**src/rtl/progmem_loader_if.sv**
```systemverilog
// Byte-stream input and program-memory port B bundle for the bootloader.
// The master modport is the loader's view; the slave modport is the byte source / memory side.
interface progmem_loader_if #(
  parameter int AWIDTH = 14
);
  logic [7:0]        rx_data;
  logic              rx_valid;
  logic              rx_ready;
  logic [AWIDTH-1:0] mem_addr;
  logic [31:0]       mem_din;
  logic              mem_we;
  logic [3:0]        mem_en;

  modport master (
    input  rx_data, rx_valid,
    output rx_ready, mem_addr, mem_din, mem_we, mem_en
  );

  modport slave (
    output rx_data, rx_valid,
    input  rx_ready, mem_addr, mem_din, mem_we, mem_en
  );
endinterface

```
**src/rtl/progmem_loader.sv**
```systemverilog
// Framed byte-stream bootloader: assembles little-endian words, writes them to program
// memory port B, checks the XOR checksum and holds the CPU in reset until a good frame lands.
module progmem_loader #(
  parameter int AWIDTH = 14
) (
  input  logic                clk,
  input  logic                rstn,
  progmem_loader_if.master    bus,
  output logic                busy,
  output logic                done,
  output logic                err,
  output logic                cpu_hold
);

  typedef enum logic [2:0] {IDLE, ADDR0, ADDR1, CNT0, CNT1, DATA, WRITE, CSUM} state_t;

  state_t            state, state_nx;
  logic [AWIDTH-1:0] addr;
  logic [15:0]       cnt;
  logic [1:0]        idx;
  logic [31:0]       word;
  logic [7:0]        csum;
  logic              acc;

  assign acc = bus.rx_valid && bus.rx_ready;

  always_comb begin
    state_nx     = state;
    bus.rx_ready = rstn && (state != WRITE);
    bus.mem_we   = (state == WRITE);
    bus.mem_en   = (state == WRITE) ? 4'hF : 4'h0;
    bus.mem_addr = addr;
    bus.mem_din  = word;
    case (state)
      IDLE:  if (acc && bus.rx_data == 8'hA5) state_nx = ADDR0;
      ADDR0: if (acc) state_nx = ADDR1;
      ADDR1: if (acc) state_nx = CNT0;
      CNT0:  if (acc) state_nx = CNT1;
      CNT1:  if (acc) state_nx = ({bus.rx_data, cnt[7:0]} == 16'd0) ? CSUM : DATA;
      DATA:  if (acc && idx == 2'd3) state_nx = WRITE;
      // cnt still holds the count including the word being written this cycle
      WRITE: state_nx = (cnt == 16'd1) ? CSUM : DATA;
      CSUM:  if (acc) state_nx = IDLE;
      default: state_nx = IDLE;
    endcase
  end

  always_ff @(posedge clk) begin
    if (!rstn) begin
      state    <= IDLE;
      addr     <= '0;
      cnt      <= '0;
      idx      <= '0;
      word     <= '0;
      csum     <= '0;
      busy     <= 1'b0;
      done     <= 1'b0;
      err      <= 1'b0;
      cpu_hold <= 1'b1;
    end else begin
      state <= state_nx;
      done  <= 1'b0;
      case (state)
        IDLE: if (acc && bus.rx_data == 8'hA5) begin
          busy     <= 1'b1;
          cpu_hold <= 1'b1;
          err      <= 1'b0;
          csum     <= '0;
        end
        ADDR0: if (acc) begin
          addr <= AWIDTH'(bus.rx_data);
          csum <= csum ^ bus.rx_data;
        end
        // address bits above AWIDTH are dropped by the cast
        ADDR1: if (acc) begin
          addr <= AWIDTH'({bus.rx_data, addr[7:0]});
          csum <= csum ^ bus.rx_data;
        end
        CNT0: if (acc) begin
          cnt  <= {8'h00, bus.rx_data};
          csum <= csum ^ bus.rx_data;
        end
        CNT1: if (acc) begin
          cnt  <= {bus.rx_data, cnt[7:0]};
          idx  <= 2'd0;
          csum <= csum ^ bus.rx_data;
        end
        DATA: if (acc) begin
          word[{idx, 3'b000} +: 8] <= bus.rx_data;
          idx  <= idx + 2'd1;
          csum <= csum ^ bus.rx_data;
        end
        WRITE: begin
          addr <= addr + 1'b1;
          cnt  <= cnt - 16'd1;
        end
        CSUM: if (acc) begin
          err      <= (bus.rx_data != csum);
          cpu_hold <= (bus.rx_data != csum);
          done     <= 1'b1;
          busy     <= 1'b0;
        end
        default: ;
      endcase
    end
  end

endmodule
```
**src/flat_wrapper.sv**
```systemverilog
// flat-port wrapper written by rule: the top's interface ports become plain ports
module progmem_loader_flat 
#(
  parameter int AWIDTH = 14
)
  (clk, rstn, busy, done, err, cpu_hold, bus_rx_data, bus_rx_valid, bus_rx_ready, bus_mem_addr, bus_mem_din, bus_mem_we, bus_mem_en);
  progmem_loader_if #(.AWIDTH(AWIDTH)) bus_i ();
  input  logic clk;
  input  logic rstn;
  output logic busy;
  output logic done;
  output logic err;
  output logic cpu_hold;
  input wire logic [$bits(bus_i.rx_data)-1:0] bus_rx_data;
  input wire logic [$bits(bus_i.rx_valid)-1:0] bus_rx_valid;
  output wire logic [$bits(bus_i.rx_ready)-1:0] bus_rx_ready;
  output wire logic [$bits(bus_i.mem_addr)-1:0] bus_mem_addr;
  output wire logic [$bits(bus_i.mem_din)-1:0] bus_mem_din;
  output wire logic [$bits(bus_i.mem_we)-1:0] bus_mem_we;
  output wire logic [$bits(bus_i.mem_en)-1:0] bus_mem_en;
  assign bus_i.rx_data = bus_rx_data;
  assign bus_i.rx_valid = bus_rx_valid;
  assign bus_rx_ready = bus_i.rx_ready;
  assign bus_mem_addr = bus_i.mem_addr;
  assign bus_mem_din = bus_i.mem_din;
  assign bus_mem_we = bus_i.mem_we;
  assign bus_mem_en = bus_i.mem_en;
  progmem_loader #(.AWIDTH(AWIDTH)) u_core (.clk(clk), .rstn(rstn), .bus(bus_i), .busy(busy), .done(done), .err(err), .cpu_hold(cpu_hold));
endmodule
```
**config.mk**
```make
export PLATFORM = sky130hd
export DESIGN_NAME = progmem_loader_flat
export DESIGN_NICKNAME = d
export VERILOG_FILES = /design/src/rtl/progmem_loader_if.sv /design/src/rtl/progmem_loader.sv /design/src/flat_wrapper.sv
export SDC_FILE = /design/constraint.sdc
export NUM_CORES = 1
export LEC_CHECK = 0
export ABC_AREA = 1
export CORE_UTILIZATION = 49
export CTS_CLUSTER_DIAMETER = 150
export DETAILED_ROUTE_END_ITERATION = 6
export DONT_BUFFER_PORTS = 1
export PLACE_DENSITY = 0.7
export SYNTH_ARGS = -nofsm -noshare
export SYNTH_HDL_FRONTEND = slang
export SYNTH_SLANG_ARGS = --single-unit
```
**constraint.sdc**
```tcl
create_clock -name clk -period 2.62 [get_ports clk]
set_input_delay 0.524 -clock clk [delete_from_list [all_inputs] [get_ports clk]]
set_output_delay 0.524 -clock clk [all_outputs]
set_load 0.03 [all_outputs]
```
# Yosys cells after proc, flatten, opt, wreduce, memory -nomap -nowiden
# Index checks and enable logic that the tools add are counted.
[totals] reg_bits=79 input_bits=11 word_cells=98
[classes] n_addsub=4 n_eq_ne=21 shift=2 mux=32 bitwise_logic=3 n_reduce_logical=24
[op_table] op="16-bit one-hot mux with 3 select lines" count=1
[op_table] op="14-bit one-hot mux with 3 select lines" count=1
[op_table] op="32-bit bitwise mux" count=1
[op_table] op="16-bit two-way mux" count=2
[op_table] op="8-bit by 7-bit variable shift with 32-bit output (first input constant)" count=1
[op_table] op="8-bit by 7-bit indexed part select with 32-bit output" count=1
[op_table] op="14-bit two-way mux" count=2
[op_table] op="3-bit one-hot mux with 8 select lines" count=1
[op_table] op="3-bit two-way mux" count=7
[op_table] op="3-bit AND reduction" count=7
[op_table] op="2-bit by 1-bit != test with 1-bit output (second input constant)" count=9
[op_table] op="16-bit by 1-bit equality test with 1-bit output (second input constant)" count=1
[op_table] op="16-bit zero test" count=1
[op_table] op="8-bit two-way mux" count=2
[op_table] op="8-bit one-hot mux with 2 select lines" count=1
[op_table] op="16-bit by 1-bit subtractor with 16-bit output (second input constant)" count=1
[op_table] op="14-bit by 1-bit adder with 14-bit output (second input constant)" count=1
[op_table] op="3-bit equality test (second input constant)" count=4
[op_table] op="2-bit nonzero test" count=5
[op_table] op="8-bit equality test (second input constant)" count=1
[op_table] op="2-bit two-way mux" count=4
[op_table] op="8-bit != test" count=1
[op_table] op="8-bit bitwise XOR" count=1
[op_table] op="5-bit negator with 7-bit output" count=1
[op_table] op="other kinds (16)" count=29

# Depth between registers and ports, before layout
[logic_depth] depth_word=6 depth_mapped=13 mapped_depth_nobuf=11

# Least setup slack after synthesis
# Ideal clock, no wire load.
[synth_path] kind="register to output" startpoint="register u_core.state[0]" endpoint="output port bus_mem_en[0]" arrival_ps=1432 required_ps=2096 setup_slack_ps=664 path_stages_with_launch=8 cell_sequence="dfxtp_1 > buf_4 > inv_2 > nand3_4 > inv_1 > buf_4 > buf_2 > buf_4"
[synth_via] elab_chain_len=2
[synth_lines] element="start, declared" line="progmem_loader.sv:17" rtl="state_t state, state_nx;"
[synth_lines] element="start signal, assigned" line="progmem_loader.sv:61" rtl="state <= state_nx;"
[synth_lines] element="3-bit equality test"
[synth_lines] element="named net bus_mem_we" line="flat_wrapper.sv:19" rtl="output wire logic [$bits(bus_i.mem_we)-1:0] bus_mem_we;"
[synth_lines] element="4-bit two-way mux" line="progmem_loader.sv:31" rtl="bus.mem_en = (state == WRITE) ? 4'hF : 4'h0;"
[synth_lines] element="end, declared" line="flat_wrapper.sv:20" rtl="output wire logic [$bits(bus_i.mem_en)-1:0] bus_mem_en;"
# The timed path passes the listed nets, and every way through them passes these cells.

# Worst setup path in the final report
[layout_path] startpoint="register u_core.state[1]" endpoint="output port bus_mem_en[2]"
[layout_via] elab_chain_len=2
[layout_lines] element="3-bit equality test" line="progmem_loader.sv:31"
[layout_lines] element="4-bit two-way mux" line="progmem_loader.sv:31"
# Every way passes these cells.

==> impl_metrics.ini <==
[run_status]
status = finished, final reports clean

[setup_path]
worstReg2RegStart = u_core.idx[0]
critPathLaunchType = flop
cp.arrival_ns = 1.75
r2r-end = u_core.bus.mem_din[1]
crit_required_ns = 2.10
critPathMaxFanout = 19
ff2ff_path_depth = 7
reg2reg_slack_ns = 0.41
worst-setup-path-type = flop to output pin
endpoint_kind = output pin

[sta]
timing.final.crit_period_ns = 2.27
rsz0062_at_grt = no
fmaxAchievable_mhz = 440
finalHoldViolations = 0
worst_slew_pin_slew_ns = 0.496
final_max_slew_viol_count = 0
setup_viol = 0
relSlewSlack_pct = 66.9
setup_ws_ns = 0.348
finalCritPeriodShare_pct = 86.7
final.setup_skew_ns = 0.00818
fin_setup_tns_ns = 0

[clock_tree]
clockBufferDepth = 2
cts_htree_levels = 3
cts_setup_buffers = 0
hold_buffers = 0
clk_latency_ns = 0.35
clock_sinks = 79
cts_root_buffer = clkbuf_8
tritoncts = built
cts_made_buffers = 9
clk_pin_slew_ns = 0.08
post_cts_resized = 0

[logic_synthesis]
synth_flop_cell = dfxtp_1
synthArstFlopShare_pct = 0
synthAdderAreaFrac_pct = 2.27
yosysWarnings = 0
synth_xor_xnor_area_share_pct = 1.99
synth_cells = 662
muxShareOfSynthArea_pct = 0
ys_seq_area_share_pct = 35.9
postSynthAreaPerCell_sq_um = 6.66
ys_seq_elements = 79
netlist_area_sq_mm = 0.00441
synth-simple-area-share_pct = 33.6
synthesis.nets = 681
synth-edff-count = 0
synth_top_family_by_area = simple AND/OR/NAND/NOR gates
yosysTopAreaCell = dfxtp_1
yosys-top-cells-area = dfxtp_1 36%, nand2_1 14%, a21oi_1 7.0%
synth_top_area_share_pct = 35.9
synth_compound_area_share_pct = 17.3
synthDistinctLibCells = 42

[detailed_routing]
drtPass1Iterations = 5
postRouteWirelength_um = 11400
viasPerCell = 5.63
final_antenna_net_count = 0
drt-initial-drc-count = 266
num_vias = 4284
drc = 0
wl_per_cell_um = 15.0

[placed_design]
dp_hpwl_um = 8130
gp_congestion = 0.845
dp_cells = 746
pre_cts_slack_ns = 0.485
port_buffers = 0
placed_cell_area_sq_mm = 0.00444

[cells_and_area]
drive_gt1_share_pct = 7.81
layout.cells.non_filler = 761
nets = 668
syn_to_final_growth_pct = 4.43
diodes = 0
final_area_sq_mm = 0.00460

[grt]
grt_antenna_before_repair = 0
grt_pass1_vias = 4069
grt_pass1_wl_um = 19800
grt_use_total_pct = 25.7
grt_max_degree = 47
grt-ovfl-total = 0

[hold_path]
min_path_cells = 1
hold_path_startpoint = rstn
holdPathEnd = u_core.cpu_hold
hold_path.class = input port to flop

[power]
comb_power_share_pct = 31.1
power_density_mw_per_mm2 = 716
p_leak_nw = 1.90
switchingPower_mw = 1.29
internal_power_mw = 2.01
vdd.ir_drop.worst_mv = 0.399
clock_power_share_pct = 23.9
netSwitchingFraction_pct = 39.0
p_seq_share_pct = 45.1

[die]
io_pins = 67
die_y_um = 96.8
core_sq_mm = 0.00872
die_w_um = 96.8
num_rows = 34
initial_core_util_pct = 50.5
die_area_sq_mm = 0.00938

[flow_run]
cap_violations = 0
## cells in the mapped netlist (2+ instances only)
library cell	number
clkbuf_1	14
a31oi_1	3
o21ai_0	40
xor2_1	3
buf_4	7
o22ai_1	3
nor2_2	3
inv_2	10
o211ai_1	4
nand2_2	9
nor2_1	82
nor3_1	10
a211oi_1	2
o21bai_1	2
nand3b_1	2
nor2_4	2
a21oi_1	62
dfxtp_1	79
ha_1	8
o21ai_2	2
o211a_1	8
nand4_1	4
inv_1	54
nand2_1	160
clkinv_1	2
nand3_4	2
o21ai_1	4
xnor2_1	7
buf_2	5
nand3_1	57
## cell usage in the layout (no fill, tap or decap), drive strengths merged, types with 2 or more instances in the layout
cell type,synthesis,layout
nand2,170,170
nor2,88,88
dfxtp,79,79
inv,64,65
a21oi,62,62
nand3,59,59
o21ai,46,46
nor3,10,10
clkbuf,14,10
o211a,8,8
ha,8,8
xnor2,7,7
nand4,5,5
clkinv,2,5
o211ai,4,4
buf,14,4
xor2,3,3
a31oi,3,3
o22ai,3,3
nand3b,2,2
a211oi,2,2
o21bai,2,2
## final cells by class
| class | instances | area (sq um) |
|---|---|---|
| Timing Repair Buffer | 4 | 42.5 |
| Clock buffer | 10 | 128 |
| Fill cell | 846 | 4120 |
| Clock inverter | 5 | 35.0 |
| Sequential cell | 79 | 1580 |
| Multi-Input combinational cell | 489 | 2430 |
| Tap cell | 108 | 135 |
| Inverter | 66 | 248 |
## worst max-delay path, stage by stage (launching register included)
cell and delay, ns:
dfxtp_1 0.52, nand3_4 0.23, inv_2 0.34, buf_12 0.29
## state kept, by name, indices dropped and copies added, names as in the netlist
| name | count |
|---|---|
| u_core.bus.mem_addr | 14 |
| u_core.bus.mem_din | 32 |
| u_core.busy | 1 |
| u_core.cnt | 16 |
| u_core.cpu_hold | 1 |
| u_core.csum | 8 |
| u_core.done | 1 |
| u_core.err | 1 |
| u_core.idx | 2 |
| u_core.state | 3 |
## cells by family after synthesis
group,count (synthesis)
XOR/XNOR,10
adder cells (fa/ha/maj),8
AND/OR/NAND/NOR,336
flip-flops,79
buffers and inverters,94
AO/OA/AOI/OAI,135
## metrics by stage
stage / total power [mW] / hold slack (ns) / utilization [%]
6_report: 3.29 / 0.264 / 52.8
5_1_grt: 3.54 / 0.226 / 52.8
4_1_cts: 3.32 / 0.238 / 52.8
3_5_place_dp: 2.53 / 0.492 / 50.9
3_3_place_gp: 2.50 / 0.484 / 50.9
2_1_floorplan: 2.38 / 0.471 / -
## power groups by stage
stage	clock, mW	combinational [mW]	sequential (mW)
finish	0.787	1.02	1.48
CTS	0.816	1.02	1.48
floorplan	0	0.908	1.47
global placement	0	0.997	1.51
global route	0.856	1.18	1.50
detailed placement	0	1.02	1.51
## layer usage
metal | vias to the layer above | track usage [%] | routed length, um
met5 | - | 0 | 0
met4 | 0 | 8.73 | 267
met3 | 28 | 7.15 | 920
met2 | 164 | 41.4 | 5210
met1 | 1953 | 32.8 | 5020
li1 | 2139 | - | -
## how the worst max path moves through the flow
stage,startpoint,to,cells after the start
3_3_place_gp,u_core.idx[0],u_core.bus.mem_din[6],7
6_report,u_core.state[1],bus_mem_en[2],3
5_1_grt,u_core.idx[0],u_core.bus.mem_din[1],7
2_1_floorplan,u_core.state[0],bus_mem_en[0],7
4_1_cts,u_core.state[1],bus_mem_en[3],3
3_5_place_dp,u_core.idx[0],u_core.bus.mem_din[7],7
Note: power is estimated with default switching activity, not from simulation.
